==> src/rtl/i2c_pkg.sv <==
// Shared definitions for the I2C master arbiter: FSM encodings, transfer modes, bus widths.
package i2c_pkg;

    localparam int ADDR_W = 7;
    localparam int DATA_W = 8;

    localparam logic MODE_WRITE = 1'b0;
    localparam logic MODE_READ  = 1'b1;

    localparam logic [1:0] ST_IDLE      = 2'd0;
    localparam logic [1:0] ST_ISSUE     = 2'd1;
    localparam logic [1:0] ST_WAIT_DONE = 2'd2;
    localparam logic [1:0] ST_RESPOND   = 2'd3;

    typedef struct packed {
        logic              mode;
        logic [ADDR_W-1:0] addr;
        logic [DATA_W-1:0] data;
        logic              stop;
    } op_t;

endpackage

==> src/rtl/i2c_master_arbiter_rr_pick.sv <==
// Combinational round-robin picker: first set req bit searching upward from last+1, wrapping.
// Zero latency; no backpressure (pure function of req/last).
module rr_pick #(
    parameter int N_REQ = 4,
    parameter int IDX_W = $clog2(N_REQ)
) (
    input  logic [N_REQ-1:0] req,
    input  logic [IDX_W-1:0] last,
    output logic [N_REQ-1:0] win,
    output logic [IDX_W-1:0] win_idx
);

    logic             found;
    logic [IDX_W-1:0] cand;

    always_comb begin
        win     = '0;
        win_idx = '0;
        found   = 1'b0;
        cand    = '0;
        for (int k = 1; k <= N_REQ; k++) begin
            cand = IDX_W'((int'(last) + k) % N_REQ);
            if (!found && req[cand]) begin
                found     = 1'b1;
                win[cand] = 1'b1;
                win_idx   = cand;
            end
        end
    end

endmodule

==> src/rtl/i2c_master_arbiter.sv <==
// Round-robin sequencer sharing one I2C master among N_REQ clients, one byte per grant.
// req->m_enable 1 cycle, m_done->rsp_valid 1 cycle; holds off new grants while the master is busy.
module i2c_master_arbiter
    import i2c_pkg::*;
#(
    parameter int N_REQ          = 4,
    parameter int TIMEOUT_CYCLES = 4096
) (
    input  logic                    clk,
    input  logic                    reset_n,
    input  logic [N_REQ-1:0]        req,
    input  logic [N_REQ-1:0]        req_mode,
    input  logic [ADDR_W*N_REQ-1:0] req_addr,
    input  logic [DATA_W*N_REQ-1:0] req_data,
    input  logic [N_REQ-1:0]        req_stop,
    output logic [N_REQ-1:0]        gnt,
    output logic [N_REQ-1:0]        rsp_valid,
    output logic [DATA_W-1:0]       rsp_data,
    output logic                    rsp_error,
    output logic                    rsp_timeout,
    output logic                    m_enable,
    output logic                    m_mode,
    output logic [ADDR_W-1:0]       m_slave_addr,
    output logic [DATA_W-1:0]       m_data,
    output logic                    m_stop,
    input  logic                    m_busy,
    input  logic                    m_done,
    input  logic                    m_error,
    input  logic [DATA_W-1:0]       m_recv_buf
);

    localparam int IDX_W = $clog2(N_REQ);
    localparam int CNT_W = $clog2(TIMEOUT_CYCLES);
    localparam logic [CNT_W-1:0] CNT_LAST = CNT_W'(TIMEOUT_CYCLES - 1);

    logic [1:0]       state;
    logic [IDX_W-1:0] last;
    logic [CNT_W-1:0] cnt;
    logic [N_REQ-1:0] win;
    logic [IDX_W-1:0] win_idx;
    op_t              req_op [N_REQ];
    op_t              sel_op;

    always_comb begin
        for (int i = 0; i < N_REQ; i++) begin
            req_op[i].mode = req_mode[i];
            req_op[i].addr = req_addr[ADDR_W*i +: ADDR_W];
            req_op[i].data = req_data[DATA_W*i +: DATA_W];
            req_op[i].stop = req_stop[i];
        end
    end

    assign sel_op = req_op[win_idx];

    rr_pick #(
        .N_REQ (N_REQ),
        .IDX_W (IDX_W)
    ) u_rr_pick (
        .req     (req),
        .last    (last),
        .win     (win),
        .win_idx (win_idx)
    );

    always_ff @(posedge clk or negedge reset_n) begin
        if (!reset_n) begin
            state        <= ST_IDLE;
            last         <= IDX_W'(N_REQ - 1);
            cnt          <= '0;
            gnt          <= '0;
            rsp_valid    <= '0;
            rsp_data     <= '0;
            rsp_error    <= 1'b0;
            rsp_timeout  <= 1'b0;
            m_enable     <= 1'b0;
            m_mode       <= 1'b0;
            m_slave_addr <= '0;
            m_data       <= '0;
            m_stop       <= 1'b0;
        end else begin
            m_enable  <= 1'b0;
            rsp_valid <= '0;
            case (state)
                ST_IDLE: begin
                    if (|req && !m_busy) begin
                        m_mode       <= sel_op.mode;
                        m_slave_addr <= sel_op.addr;
                        m_data       <= sel_op.data;
                        m_stop       <= sel_op.stop;
                        gnt          <= win;
                        last         <= win_idx;
                        m_enable     <= 1'b1;
                        state        <= ST_ISSUE;
                    end
                end
                ST_ISSUE: begin
                    cnt   <= '0;
                    state <= ST_WAIT_DONE;
                end
                ST_WAIT_DONE: begin
                    cnt <= cnt + 1'b1;
                    // A done arriving on the final counted cycle beats the timeout.
                    if (m_done) begin
                        rsp_data    <= (m_mode == MODE_READ) ? m_recv_buf : '0;
                        rsp_error   <= m_error;
                        rsp_timeout <= 1'b0;
                        rsp_valid   <= gnt;
                        state       <= ST_RESPOND;
                    end else if (cnt == CNT_LAST) begin
                        rsp_data    <= '0;
                        rsp_error   <= 1'b1;
                        rsp_timeout <= 1'b1;
                        rsp_valid   <= gnt;
                        state       <= ST_RESPOND;
                    end
                end
                ST_RESPOND: begin
                    gnt         <= '0;
                    rsp_data    <= '0;
                    rsp_error   <= 1'b0;
                    rsp_timeout <= 1'b0;
                    state       <= ST_IDLE;
                end
                default: state <= ST_IDLE;
            endcase
        end
    end

endmodule

==> config.mk <==
export PLATFORM = sky130hd
export DESIGN_NAME = i2c_master_arbiter
export DESIGN_NICKNAME = d
export VERILOG_FILES = /design/src/rtl/i2c_pkg.sv /design/src/rtl/i2c_master_arbiter_rr_pick.sv /design/src/rtl/i2c_master_arbiter.sv
export SDC_FILE = /design/constraint.sdc
export NUM_CORES = 1
export LEC_CHECK = 0
export CAP_MARGIN = 20
export CORE_MARGIN = 3
export CORE_UTILIZATION = 41
export CTS_CLUSTER_DIAMETER = 40
export CTS_CLUSTER_SIZE = 24
export DETAILED_ROUTE_END_ITERATION = 12
export MAX_ROUTING_LAYER = met4
export PLACE_DENSITY_LB_ADDON = 0.12
export REMOVE_ABC_BUFFERS = 1
export SLEW_MARGIN = 20
export SYNTH_ARGS = -nofsm -noshare
export SYNTH_HDL_FRONTEND = slang
export SYNTH_SLANG_ARGS = --single-unit
==> constraint.sdc <==
create_clock -name clk -period 3.2 [get_ports clk]
set_input_delay 0.48 -clock clk [delete_from_list [all_inputs] [get_ports clk]]
set_output_delay 0.48 -clock clk [all_outputs]
set_load 0.02 [all_outputs]
==> results of run 1 <==
## state kept, by name, summed over array words and instances, names as in the netlist
signal / flops
m_stop: 1
rsp_timeout: 1
m_mode: 1
last: 2
m_slave_addr: 7
rsp_valid: 4
rsp_error: 1
state: 2
m_enable: 1
m_data: 8
rsp_data: 8
gnt: 4
cnt: 12
## cell families after synthesis
kind of cell,Yosys count,synth area share
xor+xnor,5,0.0129
flops,52,0.383
simple gates,109,0.164
mux,25,0.0885
buf+inv,37,0.0602
fa+ha+maj,13,0.0477
compound gates,103,0.244
## worst max-delay path by stage
stage,startpoint,endpoint,slack (ns),cells past startpoint
after detailed placement,req[0],m_stop,0.22,8
final,last[0],m_data[3],0.31,9
after CTS,last[0],m_data[3],0.30,9
after floorplan,last[0],m_data[4],-0.40,7
after global placement,req[1],m_data[0],0.28,7
after global routing,last[0],m_data[7],0.14,9
## worst reg2reg max path: cells and delay by family, from the launching register on
| family | cells | cell delay, ns |
|---|---|---|
| multiplexers | 1 | 0.58 |
| AO/OA/AOI/OAI | 2 | 0.31 |
| AND/OR/NAND/NOR | 3 | 0.73 |
| adder cells (fa/ha/maj) | 1 | 0.36 |
| buffers and inverters | 2 | 0.30 |
| flip-flops | 1 | 0.53 |
## layout make-up
cell class,instances,area (sq um)
flip-flops and latches,52,1300
clock buffers,7,96.3
well taps,102,128
fillers,665,3120
inverters,10,37.5
repair buffers,132,1300
multi-input cells,255,1900
## per-stage QoR
stage | setup WS (ns) | power, mW | area (sq um) | TNS (ns)
after global routing | 0.141 | 4.42 | 4760 | 0
after CTS | 0.299 | 4.13 | 4760 | 0
after detailed placement | 0.215 | 3.72 | 4670 | 0
final | 0.308 | 4.10 | 4760 | 0
after floorplan | -0.404 | 2.72 | 3240 | -6.95
after global placement | 0.275 | 3.65 | 4670 | 0
## power breakdown
| part | total (mW) | switching [mW] | internal [mW] | leakage (nW) |
|---|---|---|---|---|
| clock | 0.408 | 0.214 | 0.193 | 0.0503 |
| combinational | 2.71 | 1.51 | 1.20 | 1.33 |
| sequential | 0.979 | 0.115 | 0.864 | 0.685 |
| total | 4.10 | 1.84 | 2.26 | 2.06 |
## metal layers
layer  part of all wire  wire length, microns  track usage  vias to the layer above
met2               0.51                  4620        0.336                       78
met5                  0                     0            -                        -
met1               0.44                  3970        0.251                     1428
met3              0.045                   410       0.0237                        6
li1                   -                     -            -                     1487
met4             0.0070                    63       0.0583                        0
## layout by cell type, fill, tap and decap left out, types with 8 or more instances in the layout
cell             instances
a21boi_0                17
a21oi_1                  8
a22o_1                  13
and3_1                  19
buf_4                   11
clkdlybuf4s50_1        119
dfrtp_1                 50
ha_1                    13
inv_1                   10
mux2i_1                 20
nand2_1                 44
nand3_1                 11
nor2_1                  13
o211ai_1                26
o211ai_2                 9
==> results.md, run 1 <==
Global route:
- The number of antenna violations at the first check in global routing is 0.
- The total grt overflow is 0.
- In the global route stage, overall resource usage came out at 0.199.
- The global-route wire length before repair is about 15000 microns.
- The number of global-route vias before repair is a little under 3000.
- The pin count of the biggest net entering global routing is 32.

Yosys:
- Counting flops with an async set or reset pin after synthesis yields a share of 1.00.
- The predominant post-synthesis flop cell is dfrtp_1.
- The mapped netlist covers 3410 sq um.
- The yosys synthesis warning count is 0.
- The post-synthesis cell count is about 340.
- The commonest cells after synthesis are dfrtp_1 (50), nand2_1 (44), o211ai_1 (26).
- For this run, the register share of the synthesized area comes to 0.383.
- In the post-synthesis netlist, the cell with the most instances is dfrtp_1.
- The average instance in the mapped netlist occupies 9.91 sq um.
- Yosys attributes the largest share of cell area to dfrtp_1 (37%), mux2i_1 (5.9%), o211ai_1 (5.7%).
- In this run, synthesis inferred 0 flip-flops with an integrated enable.
- The number of distinct library cells after synthesis is 48.
- The largest area contributor in the synthesized netlist is dfrtp_1.
- The register bit count reported by yosys is 52.
- The share of synthesized area in the top cell type comes to 0.367.

Critical path:
- The launching element type of the critical path is a flop.
- Among cell families on the critical path, the largest total delay comes from simple AND/OR/NAND/NOR gates.
- For the worst flop-to-flop path, the logic depth is 9.
- The beginning of the worst register-to-register path is last[0].
- Together, buffers and inverters on the worst path number 2.
- For this design, the slowest cell found on the critical path is mux4_2.
- The path type of the worst setup path is flop to flop.
- The worst setup path is captured at a flop.
- The endpoint identified for the worst register-to-register timing path is m_data[3].
- The required time of the worst setup path is between 3 and 4 ns.
- Of all nets on the critical path, the largest fanout is 18.
- On the worst path, the slowest cell contributes a delay of 0.58 ns.
- Walking the worst path, the cells encountered are inv_1 > ha_1 > mux4_2 > nand2b_4 > nor3_4 > o41ai_4 > or2_1 > buf_12 > o211ai_1.
- For the worst setup path, the data arrival time is approximately 3.1 ns.
- Across all register-to-register paths, the minimum setup slack is 0.31 ns.

STA:
- The minimum clock period after layout is around 2.9 ns.
- Between clock sinks in the finished design, the worst skew comes to 0.00369 ns.
- The minimum hold slack is between 0.2 and 0.25 ns.
- The final cycle utilization of the critical path is 0.904.
- The worst max-slew margin expressed relative to the limit is 0.503.
- The count of final max-slew check failures was 0.
- The number of hold violations in the final report is 0.
- Setup violations remaining at the end of the flow were counted as 0.
- Based on the critical path, the design can be clocked at up to roughly 0.35 GHz.
- The measured slew at the worst slew-check pin is 0.746 ns.
- Setup repair after global routing left no endpoint under its margin.

Worst hold path:
- The class of the most critical hold timing path is input port to async pin.

Layout:
- At the end of the flow the core is filled with cells to 0.604.
- The net total in the final layout is ~550.
- The final cell count without fillers is 558.
- In the final layout, the share of cells above drive strength 1 is 0.0899.
- The area added between synthesis and finish is 39.8%.
- The diode insertion count for antenna repair is 0.

Clock tree:
- The number of buffers created by CTS is 5.
- Clock latency on the worst-skew pair, taken at its later pin, is approximately 0.30 ns.
- After clock tree synthesis, the flow added hold-fix buffers numbering 0.
- TritonCTS built the clock tree.
- CTS built an H-tree with a depth of 2.
- The total clock sinks is 52.
- The clock root buffer is clkbuf_8.
- Counting along the longest clock path gives a buffer depth of 2.
- The count of buffers added by post-CTS timing repair for setup is 0.
- Post-CTS repair changed the size of 0 cells.
- The CTS clock-pin slew for the worst setup and hold paths is roughly 0.09 ns.

Placement:
- The placer congestion estimate is ~0.87.
- In this run, placement finished with an instance count of 551.
- Detailed placement finished with a half-perimeter wire length of 6780 microns.
- During placement, the flow inserted port buffers numbering 120.

Die:
- The die covers ~9400 sq um.
- The starting density of the core is 0.432.
- In this run the count of I/O pins placed on the die edge is between 100 and 150.
- The core area is 7890 sq um.
- From bottom edge to top edge, the die measures slightly below 100 microns.
- The floorplan step set the die width to approximately 97 microns.
- The cell row count is 32.

Drt:
- The violation count after the first detailed-routing iteration is 133.
- The first detailed-routing pass ran for 4 iterations.
- For this block, the via count after detailed routing is around 3000.
- The wire length per cell is roughly 16 microns.
- The final wirelength is approximately 9000 microns.
- For this run, design rule violations remaining after detail routing come to 0.
- The average via count per standard cell is between 5 and 6.
- The count of antenna-violating nets left after detailed routing is 0.

Job:
- The tool flagged a number of max-cap violations equal to 0.

Pwr:
- The worst-case IR drop observed on VDD is about 0.52 mV.
- The cell area power density is roughly 860 nW/um^2.
- For this design the static power due to leakage is just over 2 nW.

Run status:
- The run finished with clean final reports.
Power figures use the tool's default switching activity.
==> inputs of run 2 (changes only) <==
--- a/config.mk
+++ b/config.mk
@@ -6,8 +6,10 @@
 export NUM_CORES = 1
 export LEC_CHECK = 0
 export CAP_MARGIN = 20
+export CELL_PAD_IN_SITES_DETAIL_PLACEMENT = 0
+export CELL_PAD_IN_SITES_GLOBAL_PLACEMENT = 1
 export CORE_MARGIN = 3
-export CORE_UTILIZATION = 41
+export CORE_UTILIZATION = 31
 export CTS_CLUSTER_DIAMETER = 40
 export CTS_CLUSTER_SIZE = 24
 export DETAILED_ROUTE_END_ITERATION = 12
==> run 2 against run 1 <==
Against the previous run:
- clock power fell by 4.9%
- critical path depth unchanged
- die area is 30% higher
- critical path type unchanged
- hold slack got worse by 0.095 ns
- utilization shrank 15 points
- total power barely moved
- fmax up 1.7%
- register-to-register slack improved by 0.05 ns
- via count is 0.77% lower
- largest power group unchanged
- clock skew up 0.0095 ns
- combinational power about the same
- non-clock buffer count increased by 3
==> results.md, run 2 (synthesized netlist as in run 1, its figures left out) <==
Run status:
- Status: finished, final reports clean (unchanged).

Critical path:
- The largest incremental delay on the critical path is 0.58 ns (about the same).
- The setup slack of the worst register-to-register path is 0.36 ns (was 0.31 ns).
- The logic depth of the worst path, buffers included is 9 (unchanged).
- The maximum fanout encountered on the critical timing path was 18 (unchanged).
- The standard cell with the maximum stage delay on the critical path was mux4_2 (unchanged).
- The worst-case reg-to-reg path depth is 9 (unchanged).
- The beginning of the critical path is last[1] (was last[0]).
- The cell class contributing the biggest share of worst-path delay is simple AND/OR/NAND/NOR gates (unchanged).
- The launching element type of the critical path is a flop (unchanged).
- The required time of the worst setup path is 3.42 ns (about the same).
- The path type of the worst setup path is flop to flop (unchanged).
- The count of buffering cells on the critical path with inverters included came to 2 (unchanged).
- Series of cell instances along the critical path: inv_1 > ha_1 > mux4_2 > nand2b_4 > nor3_4 > o41ai_4 > or2_1 > buf_12 > o211ai_1 (unchanged).
- The critical register-to-register path endpoint was m_stop (was m_data[3]).
- The beginning of the worst register-to-register path is last[1] (was last[0]).
- The end of the critical path is m_stop (was m_data[3]).
- The worst path arrival time was 3.06 ns (was 3.11 ns).
- The endpoint kind of the worst setup timing path is a flop (unchanged).

Die:
- The die area came to 12300 sq um (was 9440 sq um).
- The cell row count is 37 (was 32).
- The number of ports placed on the die boundary is 121 (unchanged).
- The core area is 10500 sq um (was 7890 sq um).
- The starting density of the core is 0.324 (was 0.432).
- The overall die height was 111 microns (was 97.2 microns).
- The die boundary width was 111 microns (was 97.2 microns).

Global route:
- The pin count of the biggest net entering global routing is 32 (unchanged).
- The number of global-route vias before repair is 2957 (was 2959).
- The total routing resource utilization after global routing is 0.157 (was 0.199).
- The number of antenna violations at the first check in global routing was 0 (unchanged).
- The global-route wire length before repair is 15600 microns (was 15000 microns).
- The total grt overflow is 0 (unchanged).

Pwr:
- The worst voltage drop across the vdd grid is 0.389 mV (was 0.524 mV).
- The static leakage is 2.07 nW (was 2.06 nW).
- The cell area power density was 849 nW/um^2 (was 860 nW/um^2).

Placement:
- The final HPWL from detailed placement is 7160 microns (was 6780 microns).
- The instance count after placement with tap cells included is 588 (was 551).
- The placer congestion estimate is 0.859 (was 0.873).
- The total of buffers placed on input and output ports is 120 (unchanged).
- The worst-case setup slack after placement is 0.183 ns (was 0.215 ns).

Clock tree:
- The post-cts sizing count is 0 (unchanged).
- The number of buffers created by CTS was 5 (unchanged).
- The count of buffers added by post-CTS timing repair for setup came to 0 (unchanged).
- The clock root buffer is clkbuf_8 (unchanged).
- The deepest level of the CTS H-tree is 2 (unchanged).
- The cts-stage hold buffer count is 0 (unchanged).
- The total clock sinks was 52 (unchanged).
- The clock tree buffer depth is 2 (unchanged).
- The CTS clock-pin slew for the worst setup and hold paths is 0.10 ns (was 0.09 ns).
- The source-to-sink clock delay at the later pin of the worst-skew pair is 0.31 ns (was 0.30 ns).
- The CTS tree is yes (unchanged).

Layout:
- The net total in the final layout came to 557 (was 554).
- The register with the highest flop count is cnt (unchanged).
- The number of fill cells in the layout is 1037 (was 665).
- The combined flip-flop and latch cell area is 1300 sq um (unchanged).
- The final standard cell utilization of the core is 0.459 (was 0.604).
- The area occupied by multi-input gates is 1900 sq um (unchanged).
- The share of layout cells above drive strength 1 came to 0.0935 (was 0.0899).
- The area added between synthesis and finish is 41.5% (was 39.8%).
- Regs by FF count: cnt (12), m_data (8), rsp_data (8) (unchanged).
- The final cell count without fillers came to 596 (was 558).
- The diode insertion count for antenna repair came to 0 (unchanged).
- The commonest non-fill, non-tap cell in the layout is clkdlybuf4s50_1 (unchanged).
- The flip-flop count of the largest register after layout is 12 (unchanged).
- Most frequent cells in the layout: clkdlybuf4s50_1 (119), dfrtp_1 (50), nand2_1 (44) (unchanged).

STA:
- The measured slew at the worst slew-check pin is 0.750 ns (was 0.746 ns).
- The count of final setup violators is 0 (unchanged).
- The final cycle utilization of the critical path is 0.888 (was 0.904).
- The minimum hold slack came to 0.137 ns (was 0.232 ns).
- The number of hold violations in the final report is 0 (unchanged).
- RSZ-0062 raised after global routing: false (unchanged).
- The minimum clock period after layout is 2.84 ns (was 2.89 ns).
- The setup clock skew after layout is 0.0132 ns (was 0.00369 ns).
- The count of final max-slew check failures is 0 (unchanged).
- The maximum clock frequency is 0.352 GHz (was 0.346 GHz).
- The worst setup slack after layout was 0.358 ns (was 0.308 ns).
- The worst max-slew margin expressed relative to the limit was 0.496 (was 0.503).

Worst hold path:
- The class of the most critical hold timing path is input port to async pin (unchanged).

Drt:
- The count of antenna-violating nets left after detailed routing is 0 (unchanged).
- The post-detailed-route DRC marker count is 0 (unchanged).
- The final wirelength is 9410 microns (was 9060 microns).
- The violation count after the first detailed-routing iteration is 127 (was 133).
- The number of vias in the routed layout is 2976 (was 2999).
- The iteration count of the initial detailed-routing pass came to 4 (unchanged).
- The average via count per standard cell is 4.99 (was 5.37).
- The wire length per cell is 15.8 microns (was 16.2 microns).

Job:
- The count of max-cap constraint violations is 0 (unchanged).
-- run 2: changes by cell type in the layout (fill, tap and decap cells not counted), sizes merged --
cell,before,now
clkbuf,7,8
buf,13,16
-- run 2: per-stage QoR --
stage	power, mW	TNS (ns)	instance area (sq um)
after detailed placement	3.75	0	4730
after floorplan	2.72	-6.95	3240
after global placement	3.72	0	4730
after CTS	4.15	0	4820
after global routing	4.43	0	4820
final	4.09	0	4820
-- run 2: final cells by class --
class	instances	area share
Clock buffer	8	0.0187
Inverter	10	0.00778
Multi-Input combinational cell	255	0.394
Tap cell	136	0.0353
Timing Repair Buffer	135	0.274
Sequential cell	52	0.270
-- run 2: worst min path at each step --
stage	end	startpoint	slack (ns)	depth (start not counted)
3_3_place_gp	rsp_error	rsp_error	0.46	2
6_report	cnt[0]	reset_n	0.14	1
2_1_floorplan	cnt[0]	reset_n	0.18	0
5_1_grt	cnt[0]	reset_n	0.17	1
3_5_place_dp	rsp_error	rsp_error	0.47	2
4_1_cts	cnt[0]	reset_n	0.15	1
-- run 2: worst reg2reg max path, stage by stage, from the launching register on --
cell	delay, ns
dfstp_2	0.54
inv_1	0.09
ha_1	0.33
mux4_2	0.58
nand2b_4	0.19
nor3_4	0.31
o41ai_4	0.12
or2_1	0.25
buf_12	0.17
o211ai_1	0.18
-- run 2: power breakdown --
part           internal (mW)  switching [mW]
logic                   1.22            1.51
registers              0.864           0.110
clock network          0.177           0.211
total                   2.26            1.83
-- run 2: routing by layer --
metal / vias to the layer above / share of wire / track usage
li1: 1493 / - / -
met1: 1397 / 0.46 / 0.204
met2: 78 / 0.49 / 0.259
met3: 8 / 0.042 / 0.0240
met4: 0 / 0.012 / 0.0386
met5: - / 0 / -
==> inputs of run 3 (changes only) <==
--- a/config.mk
+++ b/config.mk
@@ -16,6 +16,7 @@
 export MAX_ROUTING_LAYER = met4
 export PLACE_DENSITY_LB_ADDON = 0.12
 export REMOVE_ABC_BUFFERS = 1
+export SKIP_CTS_REPAIR_TIMING = 1
 export SLEW_MARGIN = 20
 export SYNTH_ARGS = -nofsm -noshare
 export SYNTH_HDL_FRONTEND = slang
==> results of run 3 <==
Same layout as run 2: the final DEF is identical, and so are final timing and power.
